<file path="src/rtl/ext_bus_if_pkg.sv">
// Shared MCU51 definitions for the external bus interface: FSM state
// encodings, the port idle drive value and a strobe-conflict helper.
package ext_bus_if_pkg;

  typedef enum logic [2:0] {
    IDLE    = 3'd0,
    ADDR    = 3'd1,
    HOLD    = 3'd2,
    FLOAT   = 3'd3,
    CODE_RD = 3'd4,
    X_RD    = 3'd5,
    X_WR    = 3'd6,
    WR_HOLD = 3'd7
  } bus_state_t;

  // Value a port pin register holds when it is not driving anything useful.
  localparam logic [7:0] PORT_IDLE = 8'hFF;

  // True when two or more of the low-active strobes are asserted at once.
  function automatic logic multi_low(input logic psen, input logic rd, input logic wr);
    return (!psen && !rd) || (!psen && !wr) || (!rd && !wr);
  endfunction

endpackage

</file>
<file path="src/rtl/ext_bus_if_if.sv">
// Pin-level bus bundle between the CU-side bus controller and the port pins:
// control strobes, P0 multiplexed address/data and P2 high address.
interface ext_bus_if_if;

  logic       ALE;
  logic       PSEN;
  logic       RD;
  logic       WR;
  logic [7:0] p0_in;
  logic [7:0] p0_out;
  logic       p0_oe;
  logic [7:0] p2_out;

  // Side that issues strobes and observes the port drive.
  modport master (
    output ALE, PSEN, RD, WR, p0_in,
    input  p0_out, p0_oe, p2_out
  );

  // Side that sequences the port pins in response to the strobes.
  modport slave (
    input  ALE, PSEN, RD, WR, p0_in,
    output p0_out, p0_oe, p2_out
  );

endinterface

</file>
<file path="src/rtl/ext_bus_if_strobe_edge.sv">
// Edge detector for one control strobe: keeps the value sampled on the
// previous rising clock edge and flags rising and falling transitions.
// The previous value resets to 0, so a strobe already low when reset
// releases does not look like a fresh assertion.
module strobe_edge (
  input  logic clk,
  input  logic reset,
  input  logic d,
  output logic rise,
  output logic fall
);

  logic q;

  // Remember last sampled level of the strobe.
  always_ff @(posedge clk or negedge reset) begin
    if (!reset) q <= 1'b0;
    else        q <= d;
  end

  assign rise = d & ~q;
  assign fall = ~d & q;

endmodule

</file>
<file path="src/rtl/ext_bus_if.sv">
// External bus interface of the MCU51: latches code/XDATA addresses on ALE,
// drives P0/P2, captures read data on the trailing edge of PSEN/RD and
// drives write data for the WR strobe. Protocol conflicts set a sticky flag.
module ext_bus_if
  import ext_bus_if_pkg::*;
(
  input  logic               clk,
  input  logic               reset,
  ext_bus_if_if.slave        bus,
  input  logic [15:0]        pc,
  input  logic [15:0]        xaddr,
  input  logic               xacc,
  input  logic               xacc8,
  input  logic [7:0]         p2_sfr,
  input  logic [7:0]         wdata,
  output logic [7:0]         code_byte,
  output logic [7:0]         xdata_byte,
  output logic               code_valid,
  output logic               xdata_valid,
  output logic               bus_err
);

  bus_state_t  state;
  logic [15:0] addr_q;
  logic        xacc_q;
  logic        xacc8_q;
  logic        xdone;
  logic        pend_psen;
  logic        pend_rd;
  logic        pend_wr;

  logic        ale_rise, ale_fall;
  logic        psen_rise, psen_fall;
  logic        rd_rise, rd_fall;
  logic        wr_rise, wr_fall;

  logic [15:0] addr_sel;
  logic [7:0]  p2_track;
  logic        req_psen, req_rd, req_wr;

  strobe_edge u_ale  (.clk(clk), .reset(reset), .d(bus.ALE),  .rise(ale_rise),  .fall(ale_fall));
  strobe_edge u_psen (.clk(clk), .reset(reset), .d(bus.PSEN), .rise(psen_rise), .fall(psen_fall));
  strobe_edge u_rd   (.clk(clk), .reset(reset), .d(bus.RD),   .rise(rd_rise),   .fall(rd_fall));
  strobe_edge u_wr   (.clk(clk), .reset(reset), .d(bus.WR),   .rise(wr_rise),   .fall(wr_fall));

  assign addr_sel = xacc ? xaddr : pc;

  // P2 shows the SFR for 8-bit MOVX and after a finished XDATA access,
  // otherwise the high byte of the latched address.
  assign p2_track = ((xacc_q && xacc8_q) || (xdone && state == IDLE)) ? p2_sfr : addr_q[15:8];

  // A strobe seen during HOLD is remembered and honoured once P0 floats.
  assign req_psen = pend_psen | ~bus.PSEN;
  assign req_rd   = pend_rd   | ~bus.RD;
  assign req_wr   = pend_wr   | ~bus.WR;

  // Bus cycle sequencer with registered port drives and capture outputs.
  always_ff @(posedge clk or negedge reset) begin
    if (!reset) begin
      state       <= IDLE;
      bus.p0_oe   <= 1'b0;
      bus.p0_out  <= PORT_IDLE;
      bus.p2_out  <= PORT_IDLE;
      addr_q      <= 16'h0000;
      xacc_q      <= 1'b0;
      xacc8_q     <= 1'b0;
      xdone       <= 1'b0;
      pend_psen   <= 1'b0;
      pend_rd     <= 1'b0;
      pend_wr     <= 1'b0;
      code_byte   <= 8'h00;
      xdata_byte  <= 8'h00;
      code_valid  <= 1'b0;
      xdata_valid <= 1'b0;
      bus_err     <= 1'b0;
    end else begin
      code_valid  <= 1'b0;
      xdata_valid <= 1'b0;
      bus.p2_out  <= p2_track;
      if (multi_low(bus.PSEN, bus.RD, bus.WR)) bus_err <= 1'b1;

      if (ale_rise) begin
        // New address phase overrides whatever cycle was in flight.
        addr_q     <= addr_sel;
        xacc_q     <= xacc;
        xacc8_q    <= xacc8;
        xdone      <= 1'b0;
        pend_psen  <= 1'b0;
        pend_rd    <= 1'b0;
        pend_wr    <= 1'b0;
        state      <= ADDR;
        bus.p0_oe  <= 1'b1;
        bus.p0_out <= addr_sel[7:0];
        bus.p2_out <= (xacc && xacc8) ? p2_sfr : addr_sel[15:8];
      end else begin
        unique case (state)
          IDLE: begin
            // Only a fresh assertion starts a cycle, reusing the last address.
            if (psen_fall) begin
              state <= CODE_RD;
            end else if (rd_fall) begin
              state <= X_RD;
            end else if (wr_fall) begin
              state      <= X_WR;
              bus.p0_oe  <= 1'b1;
              bus.p0_out <= wdata;
            end
            if (psen_fall || rd_fall || wr_fall) begin
              xdone      <= 1'b0;
              bus.p2_out <= (xacc_q && xacc8_q) ? p2_sfr : addr_q[15:8];
            end
          end
          ADDR: begin
            if (ale_fall) state <= HOLD;
          end
          HOLD: begin
            pend_psen  <= ~bus.PSEN;
            pend_rd    <= ~bus.RD;
            pend_wr    <= ~bus.WR;
            state      <= FLOAT;
            bus.p0_oe  <= 1'b0;
            bus.p0_out <= PORT_IDLE;
          end
          FLOAT: begin
            pend_psen <= 1'b0;
            pend_rd   <= 1'b0;
            pend_wr   <= 1'b0;
            // A remembered strobe that is already released completes at once.
            if (req_psen) begin
              if (!bus.PSEN) begin
                state <= CODE_RD;
              end else begin
                code_byte  <= bus.p0_in;
                code_valid <= 1'b1;
                state      <= IDLE;
              end
            end else if (req_rd) begin
              if (!bus.RD) begin
                state <= X_RD;
              end else begin
                xdata_byte  <= bus.p0_in;
                xdata_valid <= 1'b1;
                xdone       <= 1'b1;
                bus.p2_out  <= p2_sfr;
                state       <= IDLE;
              end
            end else if (req_wr) begin
              bus.p0_oe  <= 1'b1;
              bus.p0_out <= wdata;
              state      <= bus.WR ? WR_HOLD : X_WR;
            end
          end
          CODE_RD: begin
            if (psen_rise) begin
              code_byte  <= bus.p0_in;
              code_valid <= 1'b1;
              state      <= IDLE;
            end
          end
          X_RD: begin
            if (rd_rise) begin
              xdata_byte  <= bus.p0_in;
              xdata_valid <= 1'b1;
              xdone       <= 1'b1;
              bus.p2_out  <= p2_sfr;
              state       <= IDLE;
            end
          end
          X_WR: begin
            if (wr_rise) state <= WR_HOLD;
          end
          WR_HOLD: begin
            bus.p0_oe  <= 1'b0;
            bus.p0_out <= PORT_IDLE;
            xdone      <= 1'b1;
            bus.p2_out <= p2_sfr;
            state      <= IDLE;
          end
          default: state <= IDLE;
        endcase
      end
    end
  end

endmodule
</file>
<file path="src/flat_wrapper.sv">
// flat-port wrapper written by rule: the top's interface ports become plain ports
module ext_bus_if_flat import ext_bus_if_pkg::*;
  (clk, reset, pc, xaddr, xacc, xacc8, p2_sfr, wdata, code_byte, xdata_byte, code_valid, xdata_valid, bus_err, bus_ALE, bus_PSEN, bus_RD, bus_WR, bus_p0_in, bus_p0_out, bus_p0_oe, bus_p2_out);
  ext_bus_if_if bus_i ();
  input  logic clk;
  input  logic reset;
  input  logic [15:0] pc;
  input  logic [15:0] xaddr;
  input  logic xacc;
  input  logic xacc8;
  input  logic [7:0] p2_sfr;
  input  logic [7:0] wdata;
  output logic [7:0] code_byte;
  output logic [7:0] xdata_byte;
  output logic code_valid;
  output logic xdata_valid;
  output logic bus_err;
  input wire logic [$bits(bus_i.ALE)-1:0] bus_ALE;
  input wire logic [$bits(bus_i.PSEN)-1:0] bus_PSEN;
  input wire logic [$bits(bus_i.RD)-1:0] bus_RD;
  input wire logic [$bits(bus_i.WR)-1:0] bus_WR;
  input wire logic [$bits(bus_i.p0_in)-1:0] bus_p0_in;
  output wire logic [$bits(bus_i.p0_out)-1:0] bus_p0_out;
  output wire logic [$bits(bus_i.p0_oe)-1:0] bus_p0_oe;
  output wire logic [$bits(bus_i.p2_out)-1:0] bus_p2_out;
  assign bus_i.ALE = bus_ALE;
  assign bus_i.PSEN = bus_PSEN;
  assign bus_i.RD = bus_RD;
  assign bus_i.WR = bus_WR;
  assign bus_i.p0_in = bus_p0_in;
  assign bus_p0_out = bus_i.p0_out;
  assign bus_p0_oe = bus_i.p0_oe;
  assign bus_p2_out = bus_i.p2_out;
  ext_bus_if u_core (.clk(clk), .reset(reset), .bus(bus_i), .pc(pc), .xaddr(xaddr), .xacc(xacc), .xacc8(xacc8), .p2_sfr(p2_sfr), .wdata(wdata), .code_byte(code_byte), .xdata_byte(xdata_byte), .code_valid(code_valid), .xdata_valid(xdata_valid), .bus_err(bus_err));
endmodule
</file>
<file path="config.mk">
export PLATFORM = sky130hd
export DESIGN_NAME = ext_bus_if_flat
export DESIGN_NICKNAME = d
export VERILOG_FILES = /design/src/rtl/ext_bus_if_pkg.sv /design/src/rtl/ext_bus_if_if.sv /design/src/rtl/ext_bus_if_strobe_edge.sv /design/src/rtl/ext_bus_if.sv /design/src/flat_wrapper.sv
export SDC_FILE = /design/constraint.sdc
export NUM_CORES = 1
export LEC_CHECK = 0
export CAP_MARGIN = 25
export CORE_UTILIZATION = 42
export DETAILED_ROUTE_END_ITERATION = 8
export PLACE_DENSITY_LB_ADDON = 0.08
export SLEW_MARGIN = 0
export SYNTH_ARGS = -nofsm -noshare
export SYNTH_HDL_FRONTEND = slang
export SYNTH_HIERARCHICAL = 1
export SYNTH_SLANG_ARGS = --single-unit
</file>
<file path="constraint.sdc">
create_clock -name clk -period 1.85 [get_ports clk]
set_input_delay 0.4625 -clock clk [delete_from_list [all_inputs] [get_ports clk]]
set_output_delay 0.4625 -clock clk [all_outputs]
set_load 0.01 [all_outputs]
</file>
==> results.py <==
metrics = {
    "final_layout": {
        "fillCellCount": 577,
        "drive_gt1_frac": 0.275,
        "syn_to_final_growth_pct": 55.3,
        "diodes": 0,
        "finalNetCount": 463,
    },
    "sta": {
        "worst_clock_skew_ps": 10.9,
        "finalMaxSlewViolations": 0,
        "final_hold_viol_count": 0,
        "rsz0062_at_grt": "yes",
        "relSlewSlack": 0.712,
        "worst_pin_slew_ps": 430,
        "finalSetupViolCount": 4,
        "period_share": 1.01,
        "fmax_mhz": 533,
        "period_minus_slack_ps": 1870,
        "layout_setup_ws_ps": -24.7,
        "setup_tns_ps": -72.6,
    },
    "clock_network": {
        "cts_tree": "built",
        "path_clk_slew_ps": 70,
        "clock_latency_ps": 350,
        "clock-root-buffer": "clkbuf_8",
        "htree_levels": 3,
        "cts_inserted_buffers": 9,
        "cts_buffer_depth": 2,
        "cts.sinks": 57,
        "cts_hold_buf": 0,
    },
    "critical_path": {
        "r2r_slack_ps": -20,
        "path_class": "reg -> reg",
        "crit-reg2reg-launch": "u_core/u_rd/q",
        "cp-end-kind": "flip-flop",
        "cp.arrival_ps": 2150,
        "reg2reg_to": "u_core/bus.p0_out[5]",
        "cp_data_required_time_ps": 2130,
        "r2r_cells": 6,
        "startpoint_type": "flip-flop",
        "cp_max_fo": 4,
    },
    "synthesis": {
        "yosysUniqueCellTypes": 45,
        "synth_edf_count": 0,
        "synth_nets": 332,
        "synthesis.area_um2": 3000,
        "ys_seq_area_frac": 0.482,
        "syn_inst": 268,
        "async_reset_ff_frac": 1.00,
        "synth_area_leader_cell": "dfrtp_1",
        "ys_ff_latch": 57,
        "synth.top_cell.area_share": 0.342,
        "yosysWarnings": 6,
        "avgSynthCellArea_um2": 11.2,
        "synth_ff_type": "dfrtp_1",
        "ys_top_cells_by_area": "dfrtp_1, dfstp_2, mux2i_1",
    },
    "place": {
        "gp_congestion": 0.814,
        "port_buffers": 99,
        "place_hpwl_um": 5230,
    },
    "global_route": {
        "grt_usage": 0.216,
        "grt_pass1_wl_um": 12400,
        "grt_pass1_vias": 2686,
        "antenna_found_initial": 0,
        "gr-total-overflow": 0,
        "grt_max_degree": 58,
    },
    "route": {
        "firstDrtPassIters": 4,
        "drt-total-wl_um": 7280,
        "drc": 0,
        "drt_iter0_markers": 93,
        "viasPerCell": 5.07,
        "routedWlPerCell_um": 14.6,
        "postRouteAntennaNets": 0,
        "vias": 2535,
    },
    "floorplanning": {
        "coreArea_um2": 6830,
        "fp.dieH_um": 86.5,
        "initial_utilization": 0.439,
        "io_pins": 100,
        "placementRows": 30,
        "fp.dieW_um": 86.5,
        "dieArea_um2": 7490,
    },
    "status": {
        "violations": "setup timing",
        "status": "complete, but fails checks",
    },
    "pwr": {
        "peakVddDrop_mv": 0.699,
        "leakagePower_nw": 2.07,
        "powerDensity_nw_per_um2": 1300,
        "finalPower_mw": 6.06,
    },
    "min_path": {
        "hold_path_class": "in -> async",
    },
    "run": {
        "max_cap_violations": 0,
    },
}
## registers in the layout, indices dropped and copies added (netlist names)
register,count
u_core/addr_q,8
u_core/bus.p0_oe,1
u_core/bus.p0_out,8
u_core/bus.p2_out,8
u_core/bus_err,1
u_core/code_byte,8
u_core/code_valid,1
u_core/pend_psen,1
u_core/pend_rd,1
u_core/pend_wr,1
u_core/state,3
u_core/u_ale/q,1
u_core/u_psen/q,1
u_core/u_rd/q,1
u_core/u_wr/q,1
u_core/xacc8_q,1
u_core/xacc_q,1
u_core/xdata_byte,8
u_core/xdata_valid,1
u_core/xdone,1
## cell type report
| cell class | instances | area, µm² | share of cell area |
|---|---|---|---|
| timing repair buffer | 136 | 1330 | 0.285 |
| clock buffer | 9 | 124 | 0.0266 |
| tap | 96 | 120 | 0.0258 |
| multi-input combinational | 190 | 1550 | 0.332 |
| sequential | 57 | 1450 | 0.310 |
| clock inverter | 7 | 78.8 | 0.0169 |
| inverter | 5 | 18.8 | 0.00403 |
## power by group
group          switching [mW]  leakage [nW]  internal [mW]
Sequential              0.269         0.667           1.76
Clock                   0.552        0.0921          0.629
Combinational            1.17          1.31           1.68
Total                    1.99          2.07           4.06
## worst max-delay path, cell delays in order, from the launching register on
cell and delay (ps):
dfrtp_1 390, and2b_2 210, or3_4 370, a21oi_4 150, a2bb2oi_4 220, clkbuf_16 180
mux2_4 290
## synthesized netlist by cell type (2+ instances only)
library cell  number
inv_1              5
nor3_1             2
a21oi_1           14
a22oi_1            2
a21o_1             4
mux2i_1           40
a32oi_1            2
o31a_1             3
buf_1              2
nand2_1           18
dfrtp_1           41
a2bb2oi_1          8
mux2_2            25
buf_2              6
nor2b_1            8
a211o_1            2
nor2_1            16
and2b_2            4
o21ai_1            2
o21ai_0           14
nand4_1            2
nand2b_1           2
nand3_1            3
clkbuf_1           7
dfstp_2           16
## per-layer routing
metal | track usage | wire length, µm | vias to the layer above | share of wire
met5 | 0 | 0 | - | 0
met4 | 0.0924 | 142 | 0 | 0.020
met3 | 0.0733 | 479 | 12 | 0.066
met2 | 0.352 | 3480 | 83 | 0.48
met1 | 0.261 | 3180 | 1203 | 0.44
li1 | - | - | 1237 | -
## how the worst max path moves through the flow
stage	end	cells past startpoint	from	slack (ps)
global placement	u_core/xdata_byte[0]	7	bus_PSEN	-590
detailed placement	u_core/bus.p0_out[3]	7	bus_PSEN	-590
CTS	u_core/bus.p0_out[0]	6	u_core/u_rd/q	-90
global route	u_core/bus.p0_out[2]	6	u_core/u_rd/q	-80
floorplan	u_core/bus.p0_out[0]	5	bus_PSEN	-40
finish	u_core/bus.p0_out[5]	6	u_core/u_rd/q	-20
## what timing repair did
action	CTS	global route
setup buffers	1	0
resized for setup	27	9
pin swaps	4	4
setup endpoints to repair	51	25
gates cloned	1	0
hold endpoints to repair	0	0
## through the flow
stage	utilization	area [µm²]	setup WS [ps]	std cells	hold slack, ps
2_1_floorplan	-	3000	-35.9	268	167
3_3_place_gp	0.640	4370	-585	482	441
3_5_place_dp	0.640	4370	-589	482	446
4_1_cts	0.677	4620	-85.2	500	116
5_1_grt	0.682	4660	-80.6	500	124
6_report	0.682	4660	-24.7	500	94.9
## cell families (layout without fill, tap and decap cells)
logic type	count (synthesis)	count (layout)	share of synthesized area
AND/OR/NAND/NOR	62	62	0.108
AO/OA/AOI/OAI	61	61	0.146
flip-flops	57	57	0.482
multiplexers	66	66	0.231
buffers and inverters	21	157	0.0300
XOR/XNOR	1	1	0.00292
## cells in the final DEF (no fill, tap or decap), types with 9 or more instances in the layout
cell type,n
mux2_2,18
a21oi_1,13
dlygate4sd2_1,17
dfstp_2,16
dfrtp_1,41
nand2_1,18
o21ai_0,14
clkdlybuf4s50_1,79
buf_4,31
nor2_1,16
clkbuf_8,9
mux2i_1,40
(Power assumes the default switching activity.)
